File: src/rtl/poly_voice_alloc_pkg.sv
// rtl/poly_voice_alloc_pkg.sv - shared types, limits and popcount helper for the voice allocator
package poly_voice_alloc_pkg;

    localparam int MAX_VOICES = 16;
    localparam int POP_BW     = $clog2(MAX_VOICES + 1);

    typedef enum logic [2:0] {
        EV_NONE,
        EV_ALLOC,
        EV_RETRIG,
        EV_STEAL,
        EV_DROP,
        EV_OFF
    } voice_ev_e;

    function automatic logic [POP_BW-1:0] bitcount(input logic [MAX_VOICES-1:0] vec);
        logic [POP_BW-1:0] cnt;
        cnt = '0;
        for (int i = 0; i < MAX_VOICES; i++) begin
            cnt = cnt + POP_BW'(vec[i]);
        end
        return cnt;
    endfunction

endpackage

File: src/rtl/poly_voice_alloc_prio_enc.sv
// rtl/poly_voice_alloc_prio_enc.sv - combinational lowest-set-bit finder (found flag + index)
module poly_voice_alloc_prio_enc
    import poly_voice_alloc_pkg::*;
#(
    parameter int W = 8,
    localparam int IDX_BW = $clog2(W)
) (
    input  logic [W-1:0]      i_req,
    output logic              o_found,
    output logic [IDX_BW-1:0] o_idx
);

    // Scanning downward lets the lowest set bit overwrite any higher one.
    always_comb begin
        o_found = 1'b0;
        o_idx   = '0;
        for (int i = W - 1; i >= 0; i--) begin
            if (i_req[i]) begin
                o_found = 1'b1;
                o_idx   = IDX_BW'(i);
            end
        end
    end

endmodule

File: src/rtl/poly_voice_alloc.sv
// rtl/poly_voice_alloc.sv - dynamic polyphonic voice allocator with age ranks
// Optional feature: VOICE_STEAL_EN (steal the oldest voice instead of dropping when all are busy).
module poly_voice_alloc
    import poly_voice_alloc_pkg::*;
#(
    parameter int VOICES  = 8,
    parameter int NOTE_BW = 7,
    localparam int CNT_BW  = $clog2(VOICES + 1),
    localparam int RANK_BW = $clog2(VOICES)
) (
    input  logic                      clk_i,
    input  logic                      rst_i,
    input  logic [NOTE_BW-1:0]        note_i,
    input  logic                      noteOnStrb_i,
    input  logic                      noteOffStrb_i,
    output logic [VOICES*NOTE_BW-1:0] voiceNote_o,
    output logic [VOICES-1:0]         voiceGate_o,
    output logic [VOICES-1:0]         voiceTrig_o,
    output logic [CNT_BW-1:0]         activeCnt_o,
    output logic                      dropStrb_o
);

    logic [NOTE_BW-1:0] r_note [VOICES];
    logic [RANK_BW-1:0] r_rank [VOICES];
    logic [VOICES-1:0]  r_gate;
    logic [VOICES-1:0]  r_trig;
    logic [CNT_BW-1:0]  r_cnt;
    logic               r_drop;

    logic               w_free_found;
    logic [RANK_BW-1:0] w_free_idx;
    logic               w_hit;
    logic [RANK_BW-1:0] w_hit_idx;
    logic [VOICES-1:0]  w_off_mask;
    voice_ev_e          w_ev;
    logic [RANK_BW-1:0] w_idx;
    logic               w_start;
    logic [VOICES-1:0]  w_gate_nxt;
    logic [CNT_BW-1:0]  w_cnt_nxt;

    poly_voice_alloc_prio_enc #(.W(VOICES)) u_prio_enc (
        .i_req   (~r_gate),
        .o_found (w_free_found),
        .o_idx   (w_free_idx)
    );

    // Retrigger lookup only considers sounding voices; note-off mask looks at every voice.
    always_comb begin
        w_hit      = 1'b0;
        w_hit_idx  = '0;
        w_off_mask = '0;
        for (int v = VOICES - 1; v >= 0; v--) begin
            w_off_mask[v] = (r_note[v] == note_i);
            if (r_gate[v] && (r_note[v] == note_i)) begin
                w_hit     = 1'b1;
                w_hit_idx = RANK_BW'(v);
            end
        end
    end

`ifdef VOICE_STEAL_EN
    logic [RANK_BW-1:0] w_old_idx;

    always_comb begin
        w_old_idx = '0;
        for (int v = 0; v < VOICES; v++) begin
            if (r_rank[v] == RANK_BW'(VOICES - 1)) begin
                w_old_idx = RANK_BW'(v);
            end
        end
    end
`endif

    // Note-on takes precedence over a simultaneous note-off.
    always_comb begin
        w_ev  = EV_NONE;
        w_idx = '0;
        if (noteOnStrb_i) begin
            if (w_hit) begin
                w_ev  = EV_RETRIG;
                w_idx = w_hit_idx;
            end else if (w_free_found) begin
                w_ev  = EV_ALLOC;
                w_idx = w_free_idx;
            end else begin
`ifdef VOICE_STEAL_EN
                w_ev  = EV_STEAL;
                w_idx = w_old_idx;
`else
                w_ev  = EV_DROP;
`endif
            end
        end else if (noteOffStrb_i) begin
            w_ev = EV_OFF;
        end
    end

    always_comb begin
        w_start    = (w_ev == EV_ALLOC) || (w_ev == EV_RETRIG) || (w_ev == EV_STEAL);
        w_gate_nxt = r_gate;
        if (w_start) begin
            w_gate_nxt[w_idx] = 1'b1;
        end else if (w_ev == EV_OFF) begin
            w_gate_nxt = r_gate & ~w_off_mask;
        end
        w_cnt_nxt = CNT_BW'(bitcount(MAX_VOICES'(w_gate_nxt)));
    end

    always_ff @(posedge clk_i) begin
        if (rst_i) begin
            for (int v = 0; v < VOICES; v++) begin
                r_note[v] <= '0;
                r_rank[v] <= RANK_BW'(v);
            end
            r_gate <= '0;
            r_trig <= '0;
            r_cnt  <= '0;
            r_drop <= 1'b0;
        end else begin
            r_gate <= w_gate_nxt;
            r_cnt  <= w_cnt_nxt;
            r_trig <= '0;
            r_drop <= (w_ev == EV_DROP);
            if (w_start) begin
                r_trig[w_idx] <= 1'b1;
                r_note[w_idx] <= note_i;
                // Everything younger than the started voice ages by one; it becomes newest.
                for (int v = 0; v < VOICES; v++) begin
                    if (r_rank[v] < r_rank[w_idx]) begin
                        r_rank[v] <= r_rank[v] + RANK_BW'(1);
                    end
                end
                r_rank[w_idx] <= '0;
            end
        end
    end

    for (genvar g = 0; g < VOICES; g++) begin : g_note_out
        assign voiceNote_o[g*NOTE_BW +: NOTE_BW] = r_note[g];
    end

    assign voiceGate_o = r_gate;
    assign voiceTrig_o = r_trig;
    assign activeCnt_o = r_cnt;
    assign dropStrb_o  = r_drop;

endmodule

File: config.mk
export PLATFORM = sky130hd
export DESIGN_NAME = poly_voice_alloc
export DESIGN_NICKNAME = d
export VERILOG_FILES = /design/src/rtl/poly_voice_alloc_pkg.sv /design/src/rtl/poly_voice_alloc_prio_enc.sv /design/src/rtl/poly_voice_alloc.sv
export SDC_FILE = /design/constraint.sdc
export NUM_CORES = 1
export LEC_CHECK = 0
export CAP_MARGIN = 5
export CORE_ASPECT_RATIO = 1.25
export CORE_MARGIN = 2
export CORE_UTILIZATION = 45
export DETAILED_ROUTE_END_ITERATION = 8
export DONT_BUFFER_PORTS = 1
export GPL_ROUTABILITY_DRIVEN = 1
export GPL_TIMING_DRIVEN = 0
export PLACE_DENSITY = 0.7
export SETUP_SLACK_MARGIN = 0.15
export SYNTH_ARGS = -nofsm -noshare
export SYNTH_HDL_FRONTEND = slang
export SYNTH_SLANG_ARGS = --single-unit
export TNS_END_PERCENT = 1
File: constraint.sdc
create_clock -name clk_i -period 6.2 [get_ports clk_i]
set_clock_uncertainty 0.05 [all_clocks]
set_input_delay 0.62 -clock clk_i [delete_from_list [all_inputs] [get_ports clk_i]]
set_output_delay 0.62 -clock clk_i [all_outputs]
set_load 0.01 [all_outputs]
**Word-level counts from Yosys, hierarchy flattened**

Memory sizes are Yosys's and may differ from the RTL's.
Cells that the tools add are included.

- Flip-flop bits (word level): 21
- Bits in latches: 0
- RAM bits: 56
- Bits in read-only memories: 0
- Input bits: 11
- Output and inout bits: 77
- Word-level logic and storage cells: 96
- Memories kept: 1

Memories:

| name | words | width | read ports | clocked after memory_dff | wr ports | RTL line | text |
|---|---|---|---|---|---|---|---|
| r_note | 8 | 7 | 8 | 0 | 8 | poly_voice_alloc.sv:23 | `logic [NOTE_BW-1:0] r_note [VOICES];` |

- $add $sub $neg: 7
- Multiply operators: 0
- Div/mod/pow operators: 0
- Order comparisons: 2
- Equality and inequality tests: 13
- Shift operators: 0
- Multiplexer cells: 51
- Bitwise gates (word level): 5
- Reduce and logical (&&, ||, !) cells: 13

Operator list:

| cell | count |
|---|---|
| 3-bit two-way mux | 24 |
| 7-bit equality test | 8 |
| 1-bit two-way mux | 23 |
| 4-bit by 1-bit adder with 4-bit output | 4 |
| 8-bit two-way mux | 2 |
| 8-bit inverter | 2 |
| 1-bit logical AND | 9 |
| 8-bit bitwise AND | 1 |
| 8-bit OR | 1 |
| 7-bit two-way mux | 1 |
| 7-bit OR reduction | 1 |
| 3-bit by 2-bit equality test with 1-bit output (second input constant) | 2 |
| 3-bit equality test (second input constant) | 2 |
| 3-bit by 1-bit adder with 4-bit output | 1 |
| 3-bit by 4-bit < comparator with 1-bit output (second input constant) | 1 |
| 2-bit by 1-bit adder with 3-bit output | 1 |
| 1-bit demux with 3-bit select | 1 |
| 3-bit by 1-bit equality test with 1-bit output (second input constant) | 1 |
| 3-bit by 1-bit greater-or-equal comparator with 1-bit output (second input constant) | 1 |
| 1-bit by 1-bit adder with 2-bit output | 1 |
| 1-bit logical OR | 2 |
| 2-bit OR reduction | 1 |
| 1-bit inverter | 1 |

**Logic depth before layout (Yosys ltp)**

- Word-level depth: 25
- Depth in mapped cells: 20

**Cells and area by module**

Synthesis repeated with hierarchy kept, for this count alone.

- Cell total of the unflattened synthesis: 369
- Area, all modules: 4,136.5 µm²

By module, submodules not included:

| module | times used | cells an instance | area an instance (µm²) | seq. area each (µm²) |
|---|---|---|---|---|
| poly_voice_alloc | 1 | 356 | 4,056.4 | 2,102.0 |
| poly_voice_alloc_prio_enc | 1 | 13 | 80.1 | 0.0 |

**Least setup slack after synthesis**

Ideal clock, no wire load.

- Kind: input-to-reg
- Start: input port note_i[5]
- End: register r_cnt[2], in the netlist activeCnt_o[2]
- Arrival: 4.890 ns
- Data required time: 6.022 ns
- Setup slack: 1.133 ns
- Stages: 19
- Buffers on the path: 2
- Path through: buf_4 xor2_1 nor4_2 nand4_1 and2_1 a32o_1 o21a_1 clkbuf_1 o31ai_1 fa_1 fa_1 inv_1 fa_1 inv_1 ha_1 inv_1 fa_1 xor2_1 nor2_1

- Word-level cells in the longest chain between the ends: 25

RTL lines:

| element | RTL line | text |
|---|---|---|
| start: declaration | poly_voice_alloc.sv:13 | `input logic [NOTE_BW-1:0] note_i,` |
| 7-bit equality test | poly_voice_alloc.sv:54 | `if (r_gate[v] && (r_note[v] == note_i)) begin` |
| 1-bit logical AND | poly_voice_alloc.sv:54 |  |
| 3-bit two-way mux or 1-bit two-way mux (tied branches) (8 in series) | poly_voice_alloc.sv:54 |  |
| 3-bit two-way mux | poly_voice_alloc.sv:79 | `if (w_hit) begin` |
| 3-bit two-way mux | poly_voice_alloc.sv:78 | `if (noteOnStrb_i) begin` |
| 3-bit by 4-bit < comparator with 1-bit output (implied by the code) or 3-bit by 1-bit greater-or-equal comparator with 1-bit output (tied branches) | poly_voice_alloc.sv:102 | `w_gate_nxt[w_idx] = 1'b1;` |
| 1-bit logical AND (implied by the code) | poly_voice_alloc.sv:102 |  |
| 1-bit two-way mux (implied by the code) | poly_voice_alloc.sv:102 |  |
| 1-bit demux with 3-bit select | poly_voice_alloc.sv:102 |  |
| 8-bit OR (no line) | - |  |
| 8-bit two-way mux * | poly_voice_alloc.sv:101 | `if (w_start) begin` |
| via w_gate_nxt[0] | poly_voice_alloc.sv:38 | `logic [VOICES-1:0] w_gate_nxt;` |
| 1-bit by 1-bit adder with 2-bit output * | poly_voice_alloc_pkg.sv:20 | `cnt = cnt + POP_BW'(vec[i]);` |
| 2-bit by 1-bit adder with 3-bit output * | poly_voice_alloc_pkg.sv:20 |  |
| 3-bit by 1-bit adder with 4-bit output * | poly_voice_alloc_pkg.sv:20 |  |
| 4-bit by 1-bit adder with 4-bit output * (4 in series) | poly_voice_alloc_pkg.sv:20 |  |
| end signal: assignment | poly_voice_alloc.sv:121 | `r_cnt <= w_cnt_nxt;` |
| end: declaration | poly_voice_alloc.sv:27 | `logic [CNT_BW-1:0] r_cnt;` |

The timed path passes the listed nets; every way through them passes the cells marked *.
A chain may end at the register's enable or synchronous reset.

**Worst setup path after layout**

- Start: input port note_i[2]
- End: register r_cnt[2], in the netlist activeCnt_o[2]

The elaborated chain is that of the path after synthesis.

==> reports/metrics.yaml <==
pwr:
  vdd_drop_max_v: 0.000107
  power.leakage_nw: 1.60
  p_per_area_nw_per_um2: 271
  p_total_mw: 1.24
place:
  routabilityCongestion: 0.912
  dp_slack_ps: 459
  io_buffers: 0
  postPlaceCellArea_um2: 4290
  dp_hpwl_mm: 8.34
layout:
  fin_nets: 391
  num_antenna_cells: 0
  fin_util_pct: 50.6
  fillers: 814
  drive_gt1_share_pct: 13.5
  final_cell_area_um2: 4570
  syn2layout_area_growth_pct: 10.5
synthesis:
  synth_edf_count: 56
  synth.avg_cell_area_um2: 11.4
  yosysUniqueCellTypes: 49
  async_flop_share_pct: 0
  synthAdderAreaFrac_pct: 2.84
  yosysTopAreaCell: "edfxtp_1"
  yosys-top-cells-count: "56 x edfxtp_1, 49 x xor2_1, 31 x nor4_1"
  yosysSeqAreaShare_pct: 50.8
  ys.warnings.count: 0
  yosys.area_share.xor_xnor_pct: 12.1
  synth_seq_cells: 77
  synth_simple_gate_area_share_pct: 19.9
  synth-main-ff-cell: "edfxtp_1"
  syn-instance-count: 362
  synth.most_common_cell: "edfxtp_1"
  synth-compound-area-share_pct: 8.71
  synthesis.area_um2: 4140
  synth_top_family_by_area: "simple AND/OR/NAND/NOR gates"
  muxShareOfSynthArea_pct: 0
  synthTopCellsByArea: "edfxtp_1 41%, xor2_1 10%, dfxtp_1 10%"
  synth_top_area_share_pct: 40.6
  syn-num-nets: 380
floorplan:
  fp-row-count: 39
  initial_core_util_pct: 45.8
  io_pins: 88
  die_area_um2: 9980
  core-area_um2: 9030
  die_w_um: 89.8
  die_h_um: 111
sta:
  hold_violations: 0
  rsz0062_at_grt: "no"
  setup_violations: 0
  worst_pin_slew_ps: 1180
  final-max-slew-violation-count: 0
  maxSlewHeadroom_pct: 20.7
  period_share_pct: 88.0
  setup-tns-final_ps: 0
  worst_slack_ps: 744
  timing.fmax_mhz: 183
  period_minus_slack_ps: 5460
detailed_routing:
  avgViaCountPerCell: 5.93
  drt_iter0_markers: 264
  wl_mm: 11.8
  vias: 2971
  routedWlPerCell_um: 23.6
  route.antenna.remaining_nets: 0
  drt_pass1_iterations: 4
  drc: 0
clock_tree:
  postCtsSetupRepairBufs: 0
  cts_sinks: 77
  root_buffer: "clkbuf_16"
  cts_tree: "yes"
  htreeDepth: 3
  cts_resized: 0
  numCtsBuffers: 9
  clk_pin_slew_ps: 50
  clockBufferDepth: 2
  insertion_delay_ps: 340
  hold_buffers: 0
global_route:
  grt_pass1_wl_mm: 17.9
  grt.total_usage_pct: 24.0
  grt_pass1_vias: 3157
  grt_remaining_overflow: 0
  antenna_found_initial: 0
  grt_max_degree: 13
setup_path:
  cpMaxStageDelayCell: "fa_1"
  critPathLaunch: "note_i[2]"
  worstPathRequired_ps: 6350
  cp.arrival_ps: 5600
  crit_chain: "buf_2, xor2_1, nor4_1, nand4_1, and4_1, and4_1, o21a_1, clkbuf_1, o31ai_1, fa_1, fa_1, inv_1, fa_1, inv_1, ha_1, inv_1, fa_1, xor2_1, nor2_1"
  cp-start-kind: "input port"
  slowest_delay_ps: 490
  crit_path_end_kind: "flop"
  critPathMaxFanout: 10
  critPathKind: "input port to flop"
  rr_startpoint: "r_note[1][2]"
  crit_top_cell: "fa_1"
run:
  drv_cap: 0
min_path:
  hold_start: "rst_i"
  hold_path.class: "input port to flop"
run_status:
  outcome: "completed"
## per-stage QoR
stage / cells / hold WS (ps)
2_1_floorplan: 362 / 538
3_3_place_gp: 485 / 634
3_5_place_dp: 485 / 641
4_1_cts: 501 / 295
5_1_grt: 501 / 300
6_report: 501 / 306
## where the power goes
group          internal [mW]  leakage [nW]  total [mW]  switching (mW)
logic                 0.0389         0.709       0.135          0.0962
clock network          0.310         0.135       0.501           0.191
registers              0.574         0.753       0.604          0.0296
total                  0.923          1.60        1.24           0.317
## path summary, 6_finish.rpt
kind | endpoint | slack [ps] | depth (start not counted)
hold / removal | activeCnt_o[0] | 310 | 1
setup reg to reg | activeCnt_o[2] | 840 | 18
setup / recovery | activeCnt_o[2] | 740 | 19
hold reg to reg | voiceGate_o[4] | 660 | 2
## cell usage in the layout, fill, tap and decap left out, types with 12 or more instances in the layout
master,instances
buf_2,12
inv_1,15
xor2_1,49
dfxtp_1,21
clkbuf_1,12
nor4_1,31
o31ai_1,14
nor2_1,15
nor3_1,25
edfxtp_1,56
## routing by layer
layer | vias to the layer above | track usage (%) | share of wire, %
met3 | 28 | 8.50 | 8.7
li1 | 1379 | - | -
met5 | - | 0 | 0
met1 | 1435 | 23.5 | 35
met4 | 0 | 13.4 | 3.6
met2 | 129 | 43.6 | 53
## sequential cells by signal (all words and copies together) (netlist names)
| signal | flops |
|---|---|
| voiceTrig_o | 8 |
| dropStrb_o | 1 |
| activeCnt_o | 4 |
| voiceGate_o | 8 |
| r_note | 56 |
## cell type report
type	count	area [µm²]	share of cell area [%]
sequential	77	2100	46.0
multi-input combinational	241	1800	39.4
clock buffer	13	240	5.26
buffer	28	176	3.86
tap	123	154	3.37
inverter	16	60.1	1.31
clock inverter	3	38.8	0.849
## logic make-up (layout without fill, tap and decap cells)
| logic type | Yosys count | in the layout |
|---|---|---|
| buf+inv | 44 | 60 |
| fa+ha+maj | 7 | 7 |
| flops | 77 | 77 |
| compound gates | 48 | 48 |
| simple gates | 129 | 129 |
| xor+xnor | 57 | 57 |
## worst max-delay path, delay by kind of cell
kind                       cells  cell delay, ps
AOI/OAI and AO/OA              2             670
xor gates and xnor gates       2             250
adders and majority gates      5            1930
and+or+nand+nor                5            1310
buffers and inverters          5             790
Note: power is estimated with default switching activity, not from simulation.
